$ cat src/rtl/nboy_input_cond.sv
// Input conditioning for the naughty_boy core: pad routing, per-input
// debounce, and a queued fixed-length coin pulse generator.
module nboy_input_cond #(
    parameter int DEBOUNCE_CYC   = 1100,
    parameter int COIN_PULSE_CYC = 1100000,
    parameter int COIN_GAP_CYC   = 1100000
) (
    input  logic        clk_sys,
    input  logic        reset,
    input  logic [15:0] joystick_0,
    input  logic [15:0] joystick_1,
    input  logic        cocktail,
    input  logic        pause_cpu,
    output logic        coin,
    output logic [1:0]  starts,
    output logic [4:0]  player1_btns,
    output logic [4:0]  player2_btns,
    output logic        pause_btn,
    output logic [1:0]  credit_q
);

    localparam int NCH  = 14;
    localparam int CW   = $clog2(DEBOUNCE_CYC + 1);
    localparam int TMAX = (COIN_PULSE_CYC > COIN_GAP_CYC) ?
                          COIN_PULSE_CYC : COIN_GAP_CYC;
    localparam int TW   = (TMAX > 1) ? $clog2(TMAX) : 1;

    localparam logic [CW-1:0] DB_LAST    = CW'(DEBOUNCE_CYC - 1);
    localparam logic [TW-1:0] PULSE_LAST = TW'(COIN_PULSE_CYC - 1);
    localparam logic [TW-1:0] GAP_LAST   = TW'(COIN_GAP_CYC - 1);

    typedef enum logic [1:0] {
        ST_IDLE,
        ST_PULSE,
        ST_GAP
    } coin_st_e;

    // hps_io order {U,D,L,R} plus fire -> core order {L,R,D,U,fire}
    function automatic logic [4:0] remap(input logic [4:0] j);
        remap = {j[1], j[0], j[2], j[3], j[4]};
    endfunction

    logic [15:0] j_or;
    logic [4:0]  p1_raw;
    logic [4:0]  p2_raw;
    logic [NCH-1:0] raw;
    logic unused_bits;

    assign j_or   = joystick_0 | joystick_1;
    assign p1_raw = cocktail ? joystick_0[4:0] : j_or[4:0];
    assign p2_raw = cocktail ? joystick_1[4:0] : j_or[4:0];
    assign raw    = {j_or[8], j_or[7], j_or[6], j_or[5],
                     remap(p2_raw), remap(p1_raw)};
    assign unused_bits = ^{joystick_0[15:9], joystick_1[15:9]};

    logic [NCH-1:0] samp_q;
    logic [NCH-1:0] samp_d;
    logic [NCH-1:0] stab_q;
    logic [NCH-1:0] stab_d;
    logic [CW-1:0]  cnt_q [NCH];
    logic [CW-1:0]  cnt_d [NCH];

    always_comb begin
        samp_d = raw;
        stab_d = stab_q;
        for (int i = 0; i < NCH; i++) begin
            cnt_d[i] = '0;
            if (samp_q[i] != stab_q[i]) begin
                if (cnt_q[i] == DB_LAST) begin
                    stab_d[i] = samp_q[i];
                end else begin
                    cnt_d[i] = cnt_q[i] + 1'b1;
                end
            end
        end
    end

    coin_st_e      state_q;
    coin_st_e      state_d;
    logic [TW-1:0] timer_q;
    logic [TW-1:0] timer_d;
    logic [1:0]    credit_d;
    logic          coin_q;
    logic          coin_d;
    logic          coin_prev_q;
    logic          coin_prev_d;
    logic          evt;
    logic          start;
    logic          deq;
    logic          inc;
    logic          idle_run;

    assign coin_prev_d = stab_q[12];
    assign evt         = stab_q[12] & ~coin_prev_q;
    assign idle_run    = (state_q == ST_IDLE) && !pause_cpu;

    always_comb begin
        state_d  = state_q;
        timer_d  = timer_q;
        credit_d = credit_q;
        start    = 1'b0;
        deq      = 1'b0;
        unique case (state_q)
            ST_IDLE: begin
                if (!pause_cpu) begin
                    if (credit_q != 2'd0) begin
                        deq   = 1'b1;
                        start = 1'b1;
                    end else if (evt) begin
                        start = 1'b1;
                    end
                end
            end
            ST_PULSE: begin
                if (!pause_cpu) begin
                    if (timer_q == '0) begin
                        state_d = ST_GAP;
                        timer_d = GAP_LAST;
                    end else begin
                        timer_d = timer_q - 1'b1;
                    end
                end
            end
            ST_GAP: begin
                if (!pause_cpu) begin
                    if (timer_q != '0) begin
                        timer_d = timer_q - 1'b1;
                    end else if (credit_q != 2'd0) begin
                        deq   = 1'b1;
                        start = 1'b1;
                    end else begin
                        state_d = ST_IDLE;
                    end
                end
            end
            default: state_d = ST_IDLE;
        endcase
        if (start) begin
            state_d = ST_PULSE;
            timer_d = PULSE_LAST;
        end
        // An event that directly launches a pulse is not queued
        inc = evt && !(idle_run && credit_q == 2'd0);
        if (inc && !deq) begin
            if (credit_q != 2'd3) begin
                credit_d = credit_q + 2'd1;
            end
        end else if (deq && !inc) begin
            credit_d = credit_q - 2'd1;
        end
        coin_d = (state_d == ST_PULSE);
    end

    always_ff @(posedge clk_sys) begin
        if (reset) begin
            samp_q      <= '0;
            stab_q      <= '0;
            for (int i = 0; i < NCH; i++) begin
                cnt_q[i] <= '0;
            end
            state_q     <= ST_IDLE;
            timer_q     <= '0;
            credit_q    <= '0;
            coin_q      <= 1'b0;
            coin_prev_q <= 1'b0;
        end else begin
            samp_q      <= samp_d;
            stab_q      <= stab_d;
            for (int i = 0; i < NCH; i++) begin
                cnt_q[i] <= cnt_d[i];
            end
            state_q     <= state_d;
            timer_q     <= timer_d;
            credit_q    <= credit_d;
            coin_q      <= coin_d;
            coin_prev_q <= coin_prev_d;
        end
    end

    assign coin         = coin_q;
    assign player1_btns = stab_q[4:0];
    assign player2_btns = stab_q[9:5];
    assign starts       = stab_q[11:10];
    assign pause_btn    = stab_q[13];

endmodule

$ cat config.mk
export PLATFORM = sky130hd
export DESIGN_NAME = nboy_input_cond
export DESIGN_NICKNAME = d
export VERILOG_FILES = /design/src/rtl/nboy_input_cond.sv
export SDC_FILE = /design/constraint.sdc
export NUM_CORES = 1
export LEC_CHECK = 0
export CORE_MARGIN = 4
export CORE_UTILIZATION = 42
export DETAILED_ROUTE_END_ITERATION = 12
export SETUP_SLACK_MARGIN = 0.3
export SLEW_MARGIN = 20
export SYNTH_ARGS = -nofsm -noshare
export SYNTH_HDL_FRONTEND = slang
export SYNTH_SLANG_ARGS = --single-unit
export TNS_END_PERCENT = 100
$ cat constraint.sdc
create_clock -name clk_sys -period 3.7 [get_ports clk_sys]
set_input_delay 0.37 -clock clk_sys [delete_from_list [all_inputs] [get_ports clk_sys]]
set_output_delay 0.37 -clock clk_sys [all_outputs]
set_load 0.05 [all_outputs]
==> results of run 1 <==
[worst max-delay path, delay by kind of cell, from the launching register on]
family,cells,cell delay [ns]
and+or+nand+nor,4,1.90
AOI/OAI and AO/OA,2,0.30
DFF,1,0.37
[metrics by stage]
step | instances | hold slack [ns] | cell area [sq um]
3_5_place_dp | 1274 | 0.434 | 9390
4_1_cts | 1312 | 0.391 | 10100
2_1_floorplan | 999 | 0.413 | 8840
3_3_place_gp | 1274 | 0.425 | 9390
5_1_grt | 1312 | 0.402 | 10100
6_report | 1312 | 0.385 | 10100
[final cells by class]
class | instances | area, sq um
Clock buffer | 33 | 703
Clock inverter | 5 | 28.8
Fill cell | 2001 | 10400
Inverter | 19 | 71.3
Multi-Input combinational cell | 734 | 4400
Sequential cell | 209 | 4180
Tap cell | 270 | 338
Timing Repair Buffer | 42 | 403
[how the worst max path moves through the flow]
| stage | start | to | slack (ns) | cells after the start |
|---|---|---|---|---|
| floorplan | timer_q[12]$_SDFFE_PP0P_ | credit_q[0]$_SDFFE_PP0P_ | 1.16 | 7 |
| global placement | timer_q[12]$_SDFFE_PP0P_ | credit_q[0]$_SDFFE_PP0P_ | 1.06 | 6 |
| detailed placement | timer_q[12]$_SDFFE_PP0P_ | credit_q[0]$_SDFFE_PP0P_ | 1.04 | 6 |
| CTS | timer_q[12]$_SDFFE_PP0P_ | timer_q[10]$_SDFFE_PP0P_ | 1.02 | 6 |
| global route | timer_q[0]$_SDFFE_PP0P_ | timer_q[9]$_SDFFE_PP0P_ | 0.82 | 8 |
| finish | timer_q[12]$_SDFFE_PP0P_ | credit_q[0]$_SDFFE_PP0P_ | 1.02 | 6 |
[routing by layer]
layer  GRT usage [%]  vias to the layer above  routed length, microns
li1                -                     3448                       -
met5               0                        -                       0
met1            17.2                     2950                    7680
met2            21.5                       50                    6860
met4            3.27                        0                     241
met3            2.40                       18                     504
[power by group]
group	leakage [nW]	switching [mW]	internal, mW
sequential	1.69	0.0167	2.27
clock	0.369	0.867	1.31
combinational	1.47	0.0612	0.0450
total	3.53	0.945	3.63
[cells by family after synthesis]
logic type	synth area share [%]
AND/OR/NAND/NOR	26.9
flip-flops	47.3
buffers and inverters	3.00
adder cells (fa/ha/maj)	2.12
AO/OA/AOI/OAI	4.97
multiplexers	1.81
XOR/XNOR	13.9
[flip-flops by register name, summed over array words and instances (netlist names)]
name / count
cnt_q: 154
state_q: 2
credit_q: 2
coin: 1
timer_q: 21
samp_q: 14
stab_q: 14
coin_prev_q: 1
[cell usage in the layout (no fill, tap or decap), types with 5 or more instances in the layout]
master,n
nor2_1,227
dfxtp_1,209
nand3_1,75
xnor2_1,71
xor2_1,69
nand2_1,48
clkdlybuf4s50_1,36
a21oi_1,30
or3_1,25
nor4_1,24
and3_1,23
clkbuf_16,23
inv_1,18
nor3_1,16
mux2i_1,16
ha_1,15
o21ai_0,14
nand4_1,10
clkbuf_8,9
nand4b_1,8
or4b_2,8
a311oi_1,7
nand2b_1,5
buf_4,5
==> out/metrics.cfg, run 1 <==
[detailed_routing]
viasPerCell=4.93
drc=0
route.vias.total=6466
drtIter0Drc=271
routed_wl_mm=15.3
antenna_left=0
first_pass_iters=4
wl_per_cell_microns=11.7

[critical_path]
worst_path_most_repeated_cell=or3_4
critPathArrivalTime_ns=3.06
r2r_slack_ns=1.02
slowest_stage=or4_4
reg2regPathDepth=6
worstPathCellList=or4_4, or3_1, or3_4, or3_4, o2bb2ai_2, a31o_1
rr_startpoint=timer_q[12]$_SDFFE_PP0P_
critPathLaunchType=flip-flop
r2r_end=credit_q[0]$_SDFFE_PP0P_
crit_type=reg2reg
worstPathMaxFanout=7
worstPathRequired_ns=4.09
cpPeakStageDelay_ns=0.57
endpoint_kind=flip-flop

[sta]
fin_ws_ns=1.02
skew_ns=0.0206
max_slew_margin_pct=38.4
rsz0062_at_grt=false
hold_violations=0
worst_pin_slew_ns=0.920
layout_min_cycle_time_ns=2.68
fmax_mhz=374
tns_ns=0
drv_slew=0
fin_crit_sh_pct=72.3
finalSetupViolCount=0

[logic_synthesis]
netlist_top_cells_area=dfxtp_1, nor2_1, xnor2_1
synthTopCellsByCount=nor2_1, dfxtp_1, nand3_1
syn-num-nets=1050
synth_ff_type=dfxtp_1
yosysSeqAreaShare_pct=47.3
yosys_warnings=0
async_reset_ff_share_pct=0
syn_inst=999
yosys.area.top_type=dfxtp_1
syn_avg_cell_area_sq_um=8.85
ys_types=48
synth_top_area_share_pct=47.3
synth.most_common_cell=nor2_1
netlist_area_sq_um=8840
synth_edf_count=0
yosys_register_bits=209

[pwr]
totalPowerFinal_mw=4.57
p_leak_nw=3.53
p_per_area_nw_per_um2=451
vdd_drop_max_mv=0.261

[worst_hold_path]
holdCritStartpoint=reset
hold_class=in2reg
hold_depth=2
whs_endpoint=stab_q[2]$_SDFFE_PP0P_

[global_routing]
grt_overflow=0
grt_pass1_vias=6012
grt_pass1_wl_mm=27.0
grt_max_degree=34
grt_antenna_before_repair=0
grtUsageTotal_pct=12.8

[cts]
cts_hold_buf=0
numCtsBuffers=23
ctsResizeCount=0
post_cts_buffers=0
worstSkewPairLatency_ns=0.51
numClockSinks=209
clockBufferDepth=3
ctsRootBufferMaster=clkbuf_16
cts_tree=built
h-tree-depth=1
clkTransAtPathRegs_ns=0.06

[floorplanning]
core_area_sq_um=20500
num_io_pins=52
initial_core_util_pct=43.2
num_rows=52
fp.dieW_microns=153
dieArea_sq_um=23400
die_h_microns=153

[status]
status=finished clean

[layout]
final_util_pct=49.4
nets=1080
drive_gt1_share_pct=5.85
syn2layout_area_growth_pct=14.5
antenna_cells=0

[placed_design]
portBuffers=37
routabilityCongestion=0.772
place_ws_ns=1.04
hpwl_mm=10.2

[job]
cap_viol_max_count=0

No activity file was read; power rests on OpenSTA's default activity.
==> inputs of run 2 (changes only) <==
==> constraint.sdc (replaced) <==
create_clock -name clk_sys -period 2.2 [get_ports clk_sys]
set_input_delay 0.22 -clock clk_sys [delete_from_list [all_inputs] [get_ports clk_sys]]
set_output_delay 0.22 -clock clk_sys [all_outputs]
set_load 0.05 [all_outputs]
==> out/metrics.cfg, run 2 (same netlist as run 1, synthesis figures left out) <==
[floorplanning]
initial_core_util_pct=43.2
die_h_microns=153
dieArea_sq_um=23400
core_area_sq_um=20500
num_io_pins=52
fp.dieW_microns=153
num_rows=52

[cts]
clkTransAtPathRegs_ns=0.06
numClockSinks=209
ctsRootBufferMaster=clkbuf_16
h-tree-depth=1
cts_tree=built
worstSkewPairLatency_ns=0.50
clockBufferDepth=3
numCtsBuffers=24
cts_hold_buf=0

[detailed_routing]
viasPerCell=4.89
antenna_left=0
first_pass_iters=6
wl_per_cell_microns=11.6
route.vias.total=6626
drc=0
drtIter0Drc=232
routed_wl_mm=15.8

[job]
cap_viol_max_count=0

[critical_path]
crit_type=reg2reg
worstPathRequired_ns=2.60
cpPeakStageDelay_ns=0.52
slowest_stage=or4_4
worst-path-buf-inv=0
critPathArrivalTime_ns=2.69
worstPathCellList=or4_4, or3_4, or3_4, or3_4, o2bb2ai_2, a31o_1
worst_path_most_repeated_cell=or3_4
cp_top_family=simple AND/OR/NAND/NOR gates
critPathLaunchType=flip-flop
worstPathMaxFanout=3
endpoint_kind=flip-flop

[layout]
nets=1119
final_common_cell=nor2_1
top_register=cnt_q
syn2layout_area_growth_pct=22.1
antenna_cells=0
final_cells=1356
drive_gt1_share_pct=12.8
largest_reg_flops=154
layout_common_cells=nor2_1, dfxtp_1, nand3_1, xnor2_1, xor2_1
reg_top3=cnt_q (154), timer_q (21)

[placed_design]
place_ws_ns=-0.0801
routabilityCongestion=0.770
dp_cells=1306
hpwl_mm=10.4
portBuffers=37

[global_routing]
grtUsageTotal_pct=13.0
grt_overflow=0
grt_antenna_before_repair=0
grt_pass1_wl_mm=27.2
grt_max_degree=49
grt_pass1_vias=6054

[sta]
fmax_mhz=437
layout_min_cycle_time_ns=2.29
fin_ws_ns=-0.0879
max_slew_margin_pct=67.0
tns_ns=-0.726
hold_violations=0
skew_ns=0.00656
hold_ws_ns=0.0459
rsz0062_at_grt=true
finalSetupViolCount=16
fin_crit_sh_pct=104
drv_slew=0
worst_pin_slew_ns=0.493

[pwr]
p_per_area_nw_per_um2=756
vdd_drop_max_mv=0.450
p_leak_nw=3.91

[status]
violations=negative setup slack
status=finished, violations left

[worst_hold_path]
hold_class=in2reg

-- run 2: path summary, 6_finish.rpt --
check,start,to,slack (ns),cells after the start
worst max register to register,timer_q[15]$_SDFFE_PP0P_,credit_q[0]$_SDFFE_PP0P_,-0.09,6
worst max-delay path,timer_q[15]$_SDFFE_PP0P_,credit_q[0]$_SDFFE_PP0P_,-0.09,6
worst min-delay path,reset,stab_q[11]$_SDFFE_PP0P_,0.05,2
worst min register to register,cnt_q[1][0]$_SDFF_PP0_,cnt_q[1][0]$_SDFF_PP0_,0.44,1
-- run 2: where the power goes --
group,switching [mW],internal (mW),total [mW]
registers,0.0282,3.82,3.85
logic,0.110,0.101,0.211
clock network,1.51,2.59,4.10
total,1.64,6.52,8.16
-- run 2: layout make-up --
class	instances	area, sq um
clock buffers	34	709
well taps	270	338
multi-input cells	734	4630
flip-flops and latches	209	4190
clock inverters	10	133
repair buffers	80	731
inverters	19	71.3
fillers	1891	9700
-- run 2: repair_timing --
item,in CTS,in global routing
pin swaps,1,17
endpoints found under the setup margin,129,117
setup buffers,1,3
gates cloned,0,2
gates resized for setup,28,35
-- run 2: per-stage QoR --
step           util, %  total power, mW  instance area [sq um]
2_1_floorplan        -             4.04                   8870
3_3_place_gp      47.2             4.13                   9680
3_5_place_dp      47.2             4.13                   9680
4_1_cts           51.6             8.29                  10600
5_1_grt           52.7             8.50                  10800
6_report          52.7             8.16                  10800
-- run 2: worst reg2reg max path, delay by kind of cell, from the launching register on --
family,cells,cell delay (ns)
AOI/OAI and AO/OA,2,0.29
DFF,1,0.32
and+or+nand+nor,4,1.57
-- run 2: routing by layer --
| metal | up-vias | wire length, microns | share of wire (%) | GRT usage, % |
|---|---|---|---|---|
| met2 | 60 | 7070 | 45 | 21.4 |
| met1 | 3013 | 7920 | 50 | 17.5 |
| met5 | - | 0 | 0 | 0 |
| li1 | 3534 | - | - | - |
| met4 | 0 | 272 | 1.7 | 2.97 |
| met3 | 19 | 519 | 3.3 | 2.83 |
